`src/rtl/lc3b_types.sv`:
```
// Shared LC-3b datapath types used by the cache and memory-side blocks.
package lc3b_types;

    typedef logic [15:0]  lc3b_word;
    typedef logic [127:0] lc3b_line;

endpackage

```
`src/rtl/cache_arbiter.sv`:
```
// Arbitrates I-cache line reads and D-cache line reads/writebacks onto one
// physical-memory port. Transactions are latched at grant and held until pmem_resp.
//
// Handshake: a cache raises its read/write level and holds it until its resp
// pulses for one cycle; the memory side sees a strobe held high for the whole
// transaction and completes it by pulsing pmem_resp.
module cache_arbiter
    import lc3b_types::*;
#(
    parameter bit D_FIRST = 1'b1
) (
    input  logic     clk,
    input  logic     rst,

    input  logic     i_pmem_read,
    input  lc3b_word i_pmem_address,
    output lc3b_line i_pmem_rdata,
    output logic     i_pmem_resp,

    input  logic     d_pmem_read,
    input  logic     d_pmem_write,
    input  lc3b_word d_pmem_address,
    input  lc3b_line d_pmem_wdata,
    output lc3b_line d_pmem_rdata,
    output logic     d_pmem_resp,

    output logic     pmem_read,
    output logic     pmem_write,
    output lc3b_word pmem_address,
    output lc3b_line pmem_wdata,
    input  lc3b_line pmem_rdata,
    input  logic     pmem_resp
);

    typedef enum logic [1:0] {
        IDLE   = 2'd0,
        I_BUSY = 2'd1,
        D_BUSY = 2'd2
    } state_t;

    state_t   state, state_next;
    logic     rr_d, rr_d_next;      // 1: D-cache wins the next conflict
    lc3b_word addr_q, addr_next;
    lc3b_line wdata_q, wdata_next;
    logic     wr_q, wr_next;

    logic i_req, d_req, grant_i, grant_d;

    assign i_req   = i_pmem_read;
    assign d_req   = d_pmem_read | d_pmem_write;
    assign grant_d = d_req & (~i_req | rr_d);
    assign grant_i = i_req & ~grant_d;

    always_ff @(posedge clk) begin
        if (rst) begin
            state   <= IDLE;
            rr_d    <= D_FIRST;
            addr_q  <= '0;
            wdata_q <= '0;
            wr_q    <= 1'b0;
        end else begin
            state   <= state_next;
            rr_d    <= rr_d_next;
            addr_q  <= addr_next;
            wdata_q <= wdata_next;
            wr_q    <= wr_next;
        end
    end

    always_comb begin
        state_next = state;
        rr_d_next  = rr_d;
        addr_next  = addr_q;
        wdata_next = wdata_q;
        wr_next    = wr_q;
        case (state)
            IDLE: begin
                if (grant_d) begin
                    state_next = D_BUSY;
                    addr_next  = d_pmem_address;
                    wdata_next = d_pmem_wdata;
                    // read+write together is a writeback
                    wr_next    = d_pmem_write;
                    if (i_req) rr_d_next = 1'b0;
                end else if (grant_i) begin
                    state_next = I_BUSY;
                    addr_next  = i_pmem_address;
                    wdata_next = '0;
                    wr_next    = 1'b0;
                    if (d_req) rr_d_next = 1'b1;
                end
            end
            I_BUSY, D_BUSY: begin
                if (pmem_resp) state_next = IDLE;
            end
            default: state_next = IDLE;
        endcase
    end

    assign pmem_read    = (state != IDLE) & ~wr_q;
    assign pmem_write   = (state != IDLE) &  wr_q;
    assign pmem_address = addr_q;
    assign pmem_wdata   = wdata_q;

    assign i_pmem_resp  = (state == I_BUSY) & pmem_resp;
    assign d_pmem_resp  = (state == D_BUSY) & pmem_resp;
    assign i_pmem_rdata = pmem_rdata;
    assign d_pmem_rdata = pmem_rdata;

endmodule

```
`config.mk`:
```
export PLATFORM = sky130hd
export DESIGN_NAME = cache_arbiter
export DESIGN_NICKNAME = d
export VERILOG_FILES = /design/src/rtl/lc3b_types.sv /design/src/rtl/cache_arbiter.sv
export SDC_FILE = /design/constraint.sdc
export NUM_CORES = 1
export LEC_CHECK = 0
export CELL_PAD_IN_SITES_DETAIL_PLACEMENT = 1
export CELL_PAD_IN_SITES_GLOBAL_PLACEMENT = 1
export CORE_AREA = 2 2 271 273
export CTS_CLUSTER_SIZE = 14
export DETAILED_ROUTE_END_ITERATION = 12
export DIE_AREA = 0 0 273 275
export PLACE_DENSITY_LB_ADDON = 0.12
export SLEW_MARGIN = 20
export SYNTH_ARGS = -nofsm -noshare
export SYNTH_HDL_FRONTEND = slang
export SYNTH_SLANG_ARGS = --single-unit
export TNS_END_PERCENT = 5
```
`constraint.sdc`:
```
create_clock -name clk -period 1.36 [get_ports clk]
set_input_delay 0.34 -clock clk [delete_from_list [all_inputs] [get_ports clk]]
set_output_delay 0.34 -clock clk [all_outputs]
set_load 0.05 [all_outputs]
```
# == Word-level counts from Yosys, hierarchy flattened ==
# Cells that the tools add are included.
# op_classes
n_eq_ne,5
mux,14
bitwise,11
reduce_logical,8
# op_table
operator,count
$mux W128,2
$mux W16,2
$and A1 B1 Y1,6
$mux W1,6
$mux W2,3
$reduce_bool A2 Y1,3
$ne A2 B2 Y1 const B,2
$pmux W2 S2,1
$reduce_and A2 Y1,2
$reduce_and A4 Y1,1
$ne A3 B3 Y1 const B,1
$not A1 Y1,3
$eq A2 B1 Y1 const B,1
$eq A2 B2 Y1 const B,1
$logic_not A2 Y1,1
$or A1 B1 Y1,2
$reduce_or A2 Y1,1
# word_totals
reg_bits,148
in_bits,294
out_inout_bits,404

# == Longest topological paths before layout ==
# logic_depth
depth_word,8
depth_mapped,8
depth_no_buf,5

# == Least setup slack after synthesis ==
# OpenSTA, ideal clock, no wires.
# synth_timing
kind,reg2out
start,register state[0]
end,output pmem_write
t_arrival_ps,1426
required_ps,1020
path_slack_ps,-406
stages_incl_launch_ff,5
path_cell_list,dfxtp_1 > inv_1 > ha_1 > buf_2 > nor2b_1
# synth_between
elab_chain_len,2
# synth_rtl
element,line,source
"start, declared",cache_arbiter.sv:41,"state_t state, state_next;"
"start signal, assigned",cache_arbiter.sv:62,state <= state_next;
$reduce_bool A2 Y1,cache_arbiter.sv:101,assign pmem_write = (state != IDLE) & wr_q;
$and A1 B1 Y1,cache_arbiter.sv:101,
"end, declared",cache_arbiter.sv:28,"output logic pmem_write,"
# No other way between the ends.

# == Worst setup path in the final report ==
# Ends and elaborated chain as after synthesis.

==> impl_metrics.ini <==
[synthesis]
ys_warn_count = 0
syn_nets = 1120
yosysTopAreaCellShare_pct = 39.3
synth_edf_count = 0
synth_area_um2 = 7550
synthMostInstantiatedCell = buf_4
synth.distinct_cells = 30
synthCells = 823
ys_top_cells_by_area = dfxtp_1 39%, buf_4 27%, a32oi_1 15%, nor2_1 7.3%, a311oi_2 2.0%
synth-seq-cells = 148
ys.flop_type = dfxtp_1
yosys-top-cells-count = 269 x buf_4, 148 x dfxtp_1, 146 x nor2_1
yosysSeqAreaShare_pct = 39.3
syn_area_per_cell_um2 = 9.17
yosysTopAreaCell = dfxtp_1
synthArstFlopShare_pct = 0

[worst_setup_path]
endpoint_kind = primary output
criticalPathCategory = flop to primary output
cp_data_arrival_time_ns = 1.44
worst-path-max-fanout = 3
crit_path_start_kind = flop
cp.required_ns = 1.02

[die]
die-area_um2 = 75100
die_w_um = 273
rows = 99
coreArea_um2 = 72300
ios = 698
start_util_pct = 10.4
die_height_um = 275

[layout]
area_delta_synth_final_pct = 75.8
final_cells = 1870
fin_area_um2 = 13300
fin_nets = 1193
layout-drive-gt1-share_pct = 50.5

[sta]
tightest_slew_ns = 0.421
finalHoldViolCount = 0
setup_viol = 151
setup_slack_ns = -0.425
relSlewSlack_pct = 71.9
rsz0062_at_grt = true
fin_crit_ns = 1.78
fmaxAchievable_mhz = 560
finalCritPeriodShare_pct = 131
skew_ns = 0.0163
final_max_slew_viol_count = 0
hold_ws_ns = 0.235

[drt]
drt_iter0_markers = 231
vias = 6386
dr.pass1.iters = 4
routed_via_density = 3.41
drcViolationCount = 0
routedWlPerCell_um = 22.4
drtAntennaViolNets = 0
wirelength_um = 42000

[global_route]
grt_first_pass_wirelength_um = 56500
grt_pass1_vias = 6914
grt_start_max_net_pins = 61
grt.total_usage_pct = 10.8
antenna_found_initial = 15
grt-ovfl-total = 0

[clock_network]
clk_pin_slew_ns = 0.07
root_buffer = clkbuf_16
clk_latency_ns = 0.48
clock_path_buffers = 2
cts_tree = done
numCtsBuffers = 17
hold_buffers = 0
cts_sinks = 148
cts-htree-levels = 4

[placed_design]
dp.final_hpwl_um = 31500
dpl.cell_count = 1828
placed_area_um2 = 11900
place_ws_ns = -0.608
port_buffers = 313
gp_congestion = 0.650

[pwr]
power_leakage_nw = 4.70
peakVddDrop_uv = 903
finalPower_w = 0.0196
power.density_nw_per_um2 = 1480

[run_status]
violations = negative setup slack
status = finished, violations left

[run]
cap_violations = 0

[hold_path]
min_path_type = input port to flop
[where the power goes]
group	total [W]	internal, W	switching (W)
Sequential	0.00567	0.00504	0.000634
Combinational	0.00852	0.00414	0.00439
Clock	0.00541	0.00311	0.00230
[metal layers]
layer	routed length, µm	global-route usage, %	vias up
met2	19900	17.2	383
li1	-	-	2818
met3	5700	7.34	142
met4	1680	5.41	24
met5	158	0	-
met1	14500	10.6	3019
[cell usage in the layout, fill, tap and decap left out, types with 3 or more instances in the layout]
cell             netlist  final
a311oi_1               6      6
bufinv_16              0      4
a32oi_1              129     97
nand3_1                7      7
inv_6                  0      5
a32oi_2                0     32
buf_12                 0    178
clkbuf_16              0     22
nand3_2                9      9
a311oi_2              10     10
dfxtp_4                0     29
clkdlybuf4s50_1        0    164
o21ai_0               18     16
ha_4                   0      3
nor2_1               146    145
buf_6                  2      6
buf_4                269     26
dfxtp_2                0    117
[kinds of logic after synthesis]
kind of cell	Yosys count	synth area share, %
adders and majority gates	3	0.497
xor gates and xnor gates	1	0.116
AOI/OAI and AO/OA	170	19.7
buffers and inverters	327	30.5
and+or+nand+nor	174	9.98
DFF	148	39.3
[critical path, cell delays in order (launching register included)]
cell	delay (ns)
dfxtp_2	0.34
inv_2	0.05
ha_4	0.17
buf_6	0.13
nor2b_4	0.13
buf_12	0.15
[state kept, by name, summed over array words and instances (netlist names)]
register / flops
pmem_address: 16
pmem_wdata: 128
state: 2
rr_d: 1
wr_q: 1
[repair_timing]
item | CTS | global route
setup endpoints to repair | 288 | 263
cloned | 0 | 5
pin swaps | 81 | 11
setup buffers | 1 | 2
resized for setup | 170 | 52
[worst paths after layout]
path / end / from / slack (ns) / cells past startpoint
worst min-delay path: pmem_wdata[125] / rst / 0.23 / 3
worst max-delay path: pmem_write / state[0] / -0.42 / 5
worst max register to register: pmem_address[11] / state[0] / -0.24 / 8
worst min register to register: pmem_wdata[70] / pmem_wdata[70] / 0.51 / 2
[layout make-up]
cell class,count,area (µm²)
Multi-Input combinational cell,348,2620
Clock buffer,19,433
Timing Repair Buffer,379,5590
Sequential cell,148,3220
Antenna cell,2,5.00
Clock inverter,13,195
Tap cell,959,1200
Inverter,2,7.51
Fill cell,8137,59100
[metrics by stage]
stage / utilization, % / setup TNS (ns)
final: 18.3 / -24.00
after CTS: 17.7 / -27.61
after floorplan: - / -4.55
after global routing: 18.3 / -40.24
after global placement: 16.5 / -82.00
after detailed placement: 16.5 / -80.20
Note: power is estimated with default switching activity, not from simulation.
